File: config.mk
export PLATFORM = sky130hd
export DESIGN_NAME = pulse_stretch
export DESIGN_NICKNAME = d
export VERILOG_FILES = /design/src/rtl/pulse_pkg.sv /design/src/rtl/tick_gen.sv /design/src/rtl/pulse_stretch.sv
export SDC_FILE = /design/constraint.sdc
export NUM_CORES = 1
export LEC_CHECK = 0
export ABC_AREA = 0
export BUFFER_PORTS_ARGS = -buffer_cell sky130_fd_sc_hd__buf_2
export CORE_UTILIZATION = 62
export DETAILED_ROUTE_END_ITERATION = 7
export PLACE_DENSITY = 0.78
export SLEW_MARGIN = 20
export SYNTH_ARGS = -nofsm -noshare
export SYNTH_HDL_FRONTEND = slang
export SYNTH_SLANG_ARGS = --single-unit
File: constraint.sdc
create_clock -name clk -period 3.4 [get_ports clk]
set_input_delay 0.17 -clock clk [delete_from_list [all_inputs] [get_ports clk]]
set_output_delay 0.17 -clock clk [all_outputs]
set_load 0.1 [all_outputs]
File: src/rtl/pulse_pkg.sv
// Shared definitions for the pulse stretcher.
//   state_t : FSM encoding (IDLE / ON / GAP)
//   PEND_W  : width of the queued-event counter
package pulse_pkg;

  typedef enum logic [1:0] {
    IDLE = 2'd0,
    ON   = 2'd1,
    GAP  = 2'd2
  } state_t;

  localparam int unsigned PEND_W = 4;

endpackage

File: src/rtl/tick_gen.sv
// Prescaler producing a one-cycle tick every PRESCALE enabled clock cycles.
//   clk  : clock
//   rst  : asynchronous active-high reset
//   en   : count enable
//   clr  : synchronous clear of the count (takes priority over en)
//   tick : high while the count is at its terminal value and en is high
module tick_gen #(
  parameter int unsigned PRESCALE = 32'h000fffff
) (
  input  logic clk,
  input  logic rst,
  input  logic en,
  input  logic clr,
  output logic tick
);

  localparam logic [31:0] TERM = 32'(PRESCALE - 1);

  logic [31:0] cnt_q, cnt_d;

  always_comb begin
    tick  = en && (cnt_q == TERM);
    cnt_d = cnt_q;
    if (clr) begin
      cnt_d = '0;
    end else if (en) begin
      cnt_d = tick ? '0 : cnt_q + 32'd1;
    end
  end

  always_ff @(posedge clk or posedge rst) begin
    if (rst) begin
      cnt_q <= '0;
    end else begin
      cnt_q <= cnt_d;
    end
  end

endmodule

File: src/rtl/pulse_stretch.sv
// Stretches single-cycle trigger events into human-visible LED pulses.
// Each event shows led high for HOLD_TICKS ticks, followed by a forced-low
// gap of GAP_TICKS ticks. Events arriving while busy are queued (up to
// MAX_PEND); further events are dropped and flagged.
//   clk     : clock
//   rst     : asynchronous active-high reset
//   trig    : event request, one event per high cycle
//   led     : registered stretched pulse
//   busy    : an event is being shown or is queued
//   dropped : one-cycle pulse when an event is lost to a full queue
module pulse_stretch
  import pulse_pkg::*;
#(
  parameter int unsigned PRESCALE   = 32'h000fffff,
  parameter int unsigned HOLD_TICKS = 8,
  parameter int unsigned GAP_TICKS  = 4,
  parameter int unsigned MAX_PEND   = 3
) (
  input  logic clk,
  input  logic rst,
  input  logic trig,
  output logic led,
  output logic busy,
  output logic dropped
);

  localparam logic [PEND_W-1:0] PEND_MAX  = PEND_W'(MAX_PEND);
  localparam logic [PEND_W-1:0] PEND_ONE  = PEND_W'(1);
  localparam logic [7:0]        HOLD_LOAD = 8'(HOLD_TICKS);
  localparam logic [7:0]        GAP_LOAD  = 8'(GAP_TICKS);

  state_t            state_q, state_d;
  logic [7:0]        tcnt_q, tcnt_d;
  logic [PEND_W-1:0] pend_q, pend_d;
  logic              led_q, led_d;
  logic              tick, last_tick, dec, accept, drop, transition;

  tick_gen #(
    .PRESCALE(PRESCALE)
  ) u_tick_gen (
    .clk (clk),
    .rst (rst),
    .en  (state_q != IDLE),
    .clr (transition),
    .tick(tick)
  );

  // Next state; dec marks the edge where a queued event is pulled into ON.
  always_comb begin
    state_d   = state_q;
    dec       = 1'b0;
    last_tick = tick && (tcnt_q == 8'd1);
    unique case (state_q)
      IDLE: begin
        if (trig) begin
          state_d = ON;
        end else if (pend_q != '0) begin
          state_d = ON;
          dec     = 1'b1;
        end
      end
      ON: begin
        if (last_tick) state_d = GAP;
      end
      GAP: begin
        if (last_tick) begin
          if (pend_q != '0) begin
            state_d = ON;
            dec     = 1'b1;
          end else begin
            state_d = IDLE;
          end
        end
      end
      default: state_d = IDLE;
    endcase
  end

  assign transition = (state_d != state_q);

  // Queue: a trig while showing is queued; when it coincides with a dequeue
  // the two cancel and pend holds. A trig in IDLE starts ON directly.
  always_comb begin
    pend_d = pend_q;
    drop   = 1'b0;
    accept = trig && (state_q != IDLE);
    if (accept && dec) begin
      pend_d = pend_q;
    end else if (accept) begin
      if (pend_q == PEND_MAX) begin
        drop = 1'b1;
      end else begin
        pend_d = pend_q + PEND_ONE;
      end
    end else if (dec) begin
      pend_d = pend_q - PEND_ONE;
    end
  end

  always_comb begin
    tcnt_d = tcnt_q;
    if (transition) begin
      unique case (state_d)
        ON:      tcnt_d = HOLD_LOAD;
        GAP:     tcnt_d = GAP_LOAD;
        default: tcnt_d = 8'd0;
      endcase
    end else if (tick && (tcnt_q != 8'd0)) begin
      tcnt_d = tcnt_q - 8'd1;
    end
  end

  // led mirrors the registered state through its own flop.
  assign led_d = (state_d == ON);

  always_ff @(posedge clk or posedge rst) begin
    if (rst) begin
      state_q <= IDLE;
      tcnt_q  <= 8'd0;
      pend_q  <= '0;
      led_q   <= 1'b0;
    end else begin
      state_q <= state_d;
      tcnt_q  <= tcnt_d;
      pend_q  <= pend_d;
      led_q   <= led_d;
    end
  end

  assign led     = led_q;
  assign busy    = (state_q != IDLE) || (pend_q != '0);
  assign dropped = drop;

endmodule

Yosys cells after proc, flatten, opt, wreduce, memory -nomap -nowiden
Index checks and enable logic that the tools add are counted.
W data, S select, Z words.

operators by class
  bitwise gates (word level) = 1
  mux-type cells = 22
  equality and inequality tests = 9
  add/sub/neg operators = 4
  reductions and logical operators = 14

operator list
  cell                     number
  $mux W32                 3
  $add A32 B1 Y32 const B  1
  $eq A32 B20 Y1 const B   1
  $mux W8                  2
  $mux W4                  3
  $eq A8 B1 Y1 const B     1
  $mux W2                  4
  $pmux W4 S2              1
  $reduce_bool A2 Y1       4
  $reduce_bool A8 Y1       1
  $sub A8 B1 Y8 const B    1
  $mux W1                  7
  $pmux W2 S3              1
  $logic_and A1 B1 Y1      5
  $add A4 B1 Y4 const B    1
  $eq A2 B1 Y1 const B     2
  $eq A2 B2 Y1 const B     2
  $eq A4 B2 Y1 const B     1
  $reduce_bool A4 Y1       1
  $sub A4 B1 Y4 const B    1
  $reduce_and A3 Y1        1
  $logic_not A2 Y1         1
  $ne A2 B2 Y1             1
  $ne A2 B2 Y1 const B     1
  3 further kinds          3

word-level totals
  bits in registers = 47
  logic and storage cells = 55
  input port bits = 3
  output and inout bits = 3

Longest topological paths before layout
Gate-level depths: netlist (run 1).

  depth after elaboration = 8
  depth in mapped cells = 9
  depth with buffers taken out = 8

Modules after synthesis
A second synthesis (run 1) with hierarchy kept.

unflattened totals
  cells, all modules = 304
  area, all modules = 2,935.3 sq um

modules (own cells, without submodules)
  module         area an instance (sq um)  times used  sequential area each (sq um)  cells an instance
  tick_gen       1,940.6                   1           800.8                         204
  pulse_stretch  994.7                     1           375.4                         100

Least setup slack after synthesis (run 1)
OpenSTA, ideal clock, no wires.

  kind = register -> output
  start = register u_tick_gen.cnt_q[0]
  end = output dropped
  path slack = -0.070 ns
  buffers on the path = 1
  cell stages (with the launch flop) = 9
  data arrival time = 3.300 ns
  data required time = 3.230 ns
  cell sequence = dfrtp_1 > inv_1 > ha_1 > nor4b_2 > nand4_4 > or4_1 > buf_2 > nor3_1 > nor3_1

on the way
  cells in the longest elaborated chain, start to end = 7

ends and longest elaborated chain
  item                    RTL line             text
  start, declared         tick_gen.sv:19       logic [31:0] cnt_q, cnt_d;
  start signal, assigned  tick_gen.sv:35       cnt_q <= cnt_d;
  $eq A32 B20 Y1          tick_gen.sv:22       tick = en && (cnt_q == TERM);
  $logic_and A1 B1 Y1     tick_gen.sv:22
  $logic_and A1 B1 Y1     pulse_stretch.sv:52  last_tick = tick && (tcnt_q == 8'd1);
  $mux W1                 pulse_stretch.sv:66  if (last_tick) begin
  $pmux W1 S2             pulse_stretch.sv:53  unique case (state_q)
  $logic_and A1 B1 Y1     pulse_stretch.sv:87  if (accept && dec) begin
  $mux W1                 pulse_stretch.sv:87
  end, declared           pulse_stretch.sv:24  output logic dropped

Every way passes these cells.

Worst setup path after layout (run 1)
Ends and elaborated chain as after synthesis.

==> summary.txt, run 1 <==
Power and ir drop
  • Pwr per Cell Area: 480 mW/mm2
  • Leakage: 1.26 nW
  • VDD IR max: 0.292 mV
  • Power Total: 1.40 mW

Setup path
  • Crit-path max FO: 8
  • Crit path required time: 3230 ps
  • Worst setup path end: dropped
  • R2R Path Start: u_tick_gen.cnt_q[0]
  • Slowest CP cell: or4_1
  • WP data arrival: 2710 ps
  • CP Cell Sequence: inv_1, ha_1, nor4b_2, nand4_4, or4_1, nor3_1, nor3_2, buf_2
  • Critical Path Sink Type: primary output
  • CP max stage delay: 680 ps
  • Startpoint types: flip-flop
  • Setup CP Type: reg2out
  • Reg2reg setup slack: 800 ps
  • R2R depth: 8
  • CP startpoint: u_tick_gen.cnt_q[0]
  • Worst R2R End: pend_q[1]

Detailed routing
  • TritonRoute pass-1 iters: 4
  • Average vias per placed instance: 5.96
  • Post-Route WL: 5150 um
  • Vias: 2123
  • Final ANT Viol Nets: 0
  • Wire length per cell: 14.5 um
  • Remaining DRCs: 0
  • Number of DRC markers in iteration 0: 150

Global route
  • Global-route usage over all layers: 25.7%
  • Vias in the first global route: 1987
  • Global-route wire length before repair: 8830 um
  • Grt total ovfl: 0
  • Initial antenna violation count: 0
  • Largest net degree at the start of global routing: 48

Synthesis
  • YS warnings: 0
  • Syn Area/Cell: 9.16 um2
  • Synth async-reset ratio: 100%
  • EDFF count, synth: 0
  • Mux contribution to synthesized area: 1.09%
  • Synthesized area: 0.00275 mm2
  • Mapped Cells: 300
  • Simple-gate area share of the yosys netlist: 29.7%
  • XOR/XNOR Fraction of Synth Area: 9.88%
  • Commonest register cell after synthesis: dfrtp_1
  • Main combinational cell family by area after synthesis: simple AND/OR/NAND/NOR gates
  • Syn_nets: 311
  • Seq cells post-synth: 47
  • Post-synthesis compound-gate area fraction: 9.84%
  • Synthesized-area fraction occupied by adder cells: 3.92%
  • Yosys cell types: 46
  • Sequential-to-total area share from yosys stat: 42.8%

Worst hold path
  • Worst Hold Class: in2async

Timing
  • Slew headroom: 36.1%
  • Clock Skew: 8.26 ps
  • RSZ-0062 raised after global routing: no
  • Worst hold slack: 83.3 ps
  • Setup TNS: 0 ps
  • Final setup fails: 0
  • Final worst-path cycle share: 84.6%
  • Final Hold Viols: 0
  • Peak Freq: 348 MHz
  • Final Max Slew Viols: 0
  • Slew @ Worst Pin: 956 ps
  • Final worst path period need: 2880 ps

Placed design
  • Final Wtd Congestion: 0.769
  • I/O Buffers: 5
  • HPWL after DPL: 3520 um
  • DP Cell Count: 348

Floorplanning
  • Core Region: 0.00412 mm2
  • Num rows: 23
  • Starting Density: 66.8%
  • Boundary pin count: 6
  • Die Wd: 68.6 um
  • Die area: 0.00470 mm2
  • Die Ht: 68.6 um

Layout
  • Most frequent cells in the layout: nor2_1, dfrtp_1, nand2_1, xor2_1, o21ai_0
  • Post-Layout Cell Count: 356
  • Total Nets Final: 316
  • Area grow syn2layout: 6.42%
  • Layout cells sized above 1: 10.8%
  • N_diodes: 0
  • Commonest non-fill, non-tap cell in the layout: nor2_1

CTS
  • TritonCTS clock tree: built
  • CTS Hold Bufs: 0
  • Clock latency on the worst-skew pair: 300 ps
  • Clk buf depth: 2
  • Clock Pin Slew Worst Setup and Hold Paths: 80 ps
  • Number of setup buffers added after CTS: 0
  • CTS root buf: clkbuf_8
  • Resized Gates After CTS: 0
  • TritonCTS Buffers: 5
  • Clock sink total: 47
  • # H-tree levels: 2

Run
  • Max Cap Violations: 0

Run status
  • Status: complete, no violations
-- metal layers --
layer  global-route usage, %  part of all wire [%]  up-vias
li1                        -                     -     1058
met1                    34.3                    48     1027
met2                    41.9                    48       32
met3                    5.59                   2.9        6
met4                    7.55                   1.2        0
met5                       0                     0        -
-- layout make-up --
cell class,instances,area (um2)
multi-input cells,234,1500
repair buffers,9,55.1
fillers,325,1190
clock buffers,8,100
well taps,50,62.6
flip-flops and latches,47,1180
inverters,8,30.0
-- worst min path at each step --
stage | start | endpoint
floorplan | u_tick_gen.cnt_q[5] | u_tick_gen.cnt_q[5]
global placement | rst | pend_q[0]
detailed placement | rst | pend_q[0]
CTS | rst | u_tick_gen.cnt_q[7]
global route | rst | pend_q[0]
finish | rst | u_tick_gen.cnt_q[7]
-- through the flow --
step	setup WS [ps]	util [%]	area [um2]
6_report	523	71.1	2920
5_1_grt	394	71.1	2920
4_1_cts	510	71.1	2920
3_5_place_dp	813	68.6	2820
3_3_place_gp	860	68.6	2820
2_1_floorplan	779	-	2750
-- logic make-up after synthesis --
kind of cell | count (synthesis)
and+or+nand+nor | 152
DFF | 47
buffers and inverters | 19
xor gates and xnor gates | 31
adders and majority gates | 8
muxes | 2
AOI/OAI and AO/OA | 41
-- state kept, by name (all words and copies together), names as in the netlist --
| name | cells |
|---|---|
| led | 1 |
| pend_q | 4 |
| u_tick_gen.cnt_q | 32 |
| state_q | 2 |
| tcnt_q | 8 |
-- synth_stat cells, types with 3 or more instances --
| cell type | n | share of area [%] |
|---|---|---|
| and3_1 | 6 | 1.4 |
| nand2_1 | 36 | 4.9 |
| nor3_1 | 7 | 1.3 |
| nor4_4 | 3 | 2.3 |
| ha_1 | 7 | 3.2 |
| xnor2_1 | 11 | 3.5 |
| a21oi_1 | 4 | 0.73 |
| a211oi_1 | 3 | 0.82 |
| clkbuf_1 | 6 | 0.82 |
| buf_2 | 4 | 0.73 |
| nand3_1 | 15 | 2.7 |
| xor2_1 | 20 | 6.4 |
| a31oi_1 | 6 | 1.4 |
| nand4_1 | 11 | 2.5 |
| o21ai_0 | 17 | 3.1 |
| nor2_1 | 49 | 6.7 |
| inv_1 | 8 | 1.1 |
| dfrtp_1 | 47 | 43 |
| or4_1 | 3 | 0.82 |
| nor4_1 | 4 | 0.91 |
-- critical path, delay by kind of cell, from the launching register on --
kind | cells | cell delay [ps]
simple gates | 5 | 1470
fa+ha+maj | 1 | 140
flops | 1 | 440
buf+inv | 2 | 370
-- power by group --
group          total (mW)  internal, mW  leakage [nW]  switching, mW
Sequential          0.763         0.640         0.605          0.123
Combinational       0.281         0.137         0.600          0.145
Clock               0.360         0.186        0.0515          0.175
Total                1.40         0.963          1.26          0.442
(Power assumes the default switching activity.)
==> inputs of run 2 (changes only) <==
--- a/config.mk
+++ b/config.mk
@@ -5,11 +5,11 @@
 export SDC_FILE = /design/constraint.sdc
 export NUM_CORES = 1
 export LEC_CHECK = 0
-export ABC_AREA = 0
+export ABC_AREA = 1
 export BUFFER_PORTS_ARGS = -buffer_cell sky130_fd_sc_hd__buf_2
-export CORE_UTILIZATION = 62
+export CORE_UTILIZATION = 63
 export DETAILED_ROUTE_END_ITERATION = 7
-export PLACE_DENSITY = 0.78
+export PLACE_DENSITY = 0.79
 export SLEW_MARGIN = 20
 export SYNTH_ARGS = -nofsm -noshare
 export SYNTH_HDL_FRONTEND = slang
==> constraint.sdc (replaced) <==
create_clock -name clk -period 2.9 [get_ports clk]
set_input_delay 0.145 -clock clk [delete_from_list [all_inputs] [get_ports clk]]
set_output_delay 0.145 -clock clk [all_outputs]
set_load 0.1 [all_outputs]
==> summary.txt, run 2 <==
Timing
  • Clock Skew: 9.04 ps
  • Final Max Slew Viols: 0
  • Slew headroom: 47.0%
  • Setup TNS: 0 ps
  • Slew @ Worst Pin: 795 ps
  • Final setup fails: 0
  • Final worst slack: 633 ps
  • Peak Freq: 441 MHz
  • Worst hold slack: -65.6 ps
  • RSZ-0062 raised after global routing: no
  • Final worst path period need: 2270 ps
  • Final Hold Viols: 47
  • Final worst-path cycle share: 78.2%

Detailed routing
  • Number of DRC markers in iteration 0: 272
  • Remaining DRCs: 0
  • TritonRoute pass-1 iters: 5
  • Average vias per placed instance: 5.40
  • Wire length per cell: 12.8 um
  • Post-Route WL: 6480 um
  • Vias: 2740
  • Final ANT Viol Nets: 0

Synthesis
  • Synth top area share: 37.4%
  • Commonest register cell after synthesis: dfrtp_1
  • Mapped Cells: 432
  • Synth area leaders: dfrtp_1, nand2_1, nor2_1
  • Dominant cell by count in the synthesized netlist: nand2_1
  • EDFF count, synth: 0
  • Sequential-to-total area share from yosys stat: 37.4%
  • Syn Area/Cell: 7.28 um2
  • Syn_nets: 443
  • Synthesized area: 0.00314 mm2
  • Area leader, netlist: dfrtp_1
  • Commonest cells post-synth: nand2_1, nor2_1, inv_1, dfrtp_1, nand3_1
  • Seq cells post-synth: 47
  • Synth async-reset ratio: 100%
  • Yosys cell types: 34
  • YS warnings: 0

Setup path
  • Startpoint types: flip-flop
  • CP max stage delay: 430 ps
  • Slowest CP cell: dfrtp_1
  • CP Cell Sequence: nand2_1, nor2_2, nand2_1, nor2_1, nand3_1, nor2_1, a31oi_1, buf_2
  • Critical Path Sink Type: primary output
  • Setup CP Type: reg2out
  • Crit-path max FO: 4
  • Crit path required time: 2760 ps
  • WP data arrival: 2120 ps

Worst hold path
  • Worst Hold Class: in2async

Global route
  • Global-route usage over all layers: 27.2%
  • Grt total ovfl: 0
  • Largest net degree at the start of global routing: 48
  • Vias in the first global route: 2524
  • Global-route wire length before repair: 11200 um
  • Initial antenna violation count: 0

Layout
  • Regs by FF count: u_tick_gen.cnt_q x32, tcnt_q x8, pend_q x4
  • Number of fill cells: 404
  • Post-layout util: 69.7%
  • Commonest non-fill, non-tap cell in the layout: nand2_1
  • Most frequent cells in the layout: nand2_1, nor2_1, inv_1, dfrtp_1, nand3_1
  • Layout cells sized above 1: 10.7%
  • N_diodes: 0
  • Total Nets Final: 450
  • Max reg flops: 32
  • Top reg by flops: u_tick_gen.cnt_q
  • Area grow syn2layout: 5.33%

Floorplanning
  • Starting Density: 66.1%
  • Num rows: 25
  • Boundary pin count: 6
  • Die area: 0.00528 mm2
  • Die Ht: 72.6 um
  • Die Wd: 72.6 um
  • Core Region: 0.00475 mm2

CTS
  • CTS root buf: clkbuf_8
  • Number of setup buffers added after CTS: 0
  • Clk buf depth: 2
  • Clock Pin Slew Worst Setup and Hold Paths: 90 ps
  • TritonCTS Buffers: 5
  • TritonCTS clock tree: built
  • CTS Hold Bufs: 0
  • Clock sink total: 47
  • Resized Gates After CTS: 0
  • Clock latency on the worst-skew pair: 310 ps
  • # H-tree levels: 2

Power and ir drop
  • VDD IR max: 0.399 mV
  • Internal: 0.943 mW
  • Pwr per Cell Area: 400 mW/mm2
  • Leakage: 1.56 nW
  • Register share of total power: 53.8%
  • Combinational share of power: 13.7%
  • Fraction of power spent switching nets: 28.7%
  • Power share of the clock group: 32.4%
  • Power Total: 1.32 mW
  • Sw Pwr: 0.380 mW

Placed design
  • I/O Buffers: 5
  • Dpl ws: 647 ps
  • HPWL after DPL: 4790 um
  • Final Wtd Congestion: 0.870

Run status
  • Failing checks: negative hold slack
  • Status: finished with violations

Run
  • Max Cap Violations: 0
==> run 2: area by class of cell <==
class                   instances  area (um2)  share of cell area, %
flip-flops and latches         47        1180                   35.5
clock buffers                   6        82.6                   2.49
repair buffers                  7        40.0                   1.21
multi-input cells             321        1700                   51.3
well taps                      67        83.8                   2.53
inverters                      57         215                   6.50
clock inverters                 2        16.3                  0.491
==> run 2: layer usage <==
metal	track usage, %	up-vias	share of wire (%)
met2	43.6	77	46
met4	7.41	0	1.4
met1	37.3	1274	48
met3	6.08	12	5.1
met5	0	-	0
li1	-	1377	-
==> run 2: power groups by stage <==
| stage | logic (mW) | registers, mW | clock network [mW] |
|---|---|---|---|
| 2_1_floorplan | 0.151 | 0.719 | 0 |
| 3_3_place_gp | 0.176 | 0.724 | 0 |
| 3_5_place_dp | 0.183 | 0.726 | 0 |
| 4_1_cts | 0.185 | 0.711 | 0.440 |
| 5_1_grt | 0.208 | 0.716 | 0.462 |
| 6_report | 0.182 | 0.712 | 0.429 |
==> run 2: worst paths after layout <==
kind / cells past startpoint / endpoint / start / slack, ps
setup / recovery: 8 / dropped / u_tick_gen.cnt_q[16] / 630
hold / removal: 2 / u_tick_gen.cnt_q[10] / rst / -70
setup reg to reg: 11 / u_tick_gen.cnt_q[5] / tcnt_q[1] / 640
hold reg to reg: 2 / u_tick_gen.cnt_q[3] / u_tick_gen.cnt_q[3] / 550
max in group asynchronous: 2 / u_tick_gen.cnt_q[30] / rst / 2460
min in group clk: 3 / led / trig / 180
==> run 2: metrics by stage <==
step / std cells / hold WS, ps / instance area, um2
3_5_place_dp: 499 / 429 / 3210
4_1_cts: 507 / 95.4 / 3310
3_3_place_gp: 499 / 428 / 3210
6_report: 507 / -65.6 / 3310
2_1_floorplan: 432 / 339 / 3140
5_1_grt: 507 / 18.4 / 3310
==> run 2: worst max-delay path, delay by kind of cell (launching register included) <==
family | cells | cell delay [ps]
AOI/OAI and AO/OA | 1 | 130
buffers and inverters | 1 | 310
DFF | 1 | 430
and+or+nand+nor | 6 | 960
==> run 2: cells by family after synthesis <==
group	Yosys count	synth area share [%]
DFF	47	37.4
and+or+nand+nor	263	38.9
AOI/OAI and AO/OA	22	3.86
buffers and inverters	64	8.60
xor gates and xnor gates	28	7.80
adders and majority gates	8	3.42
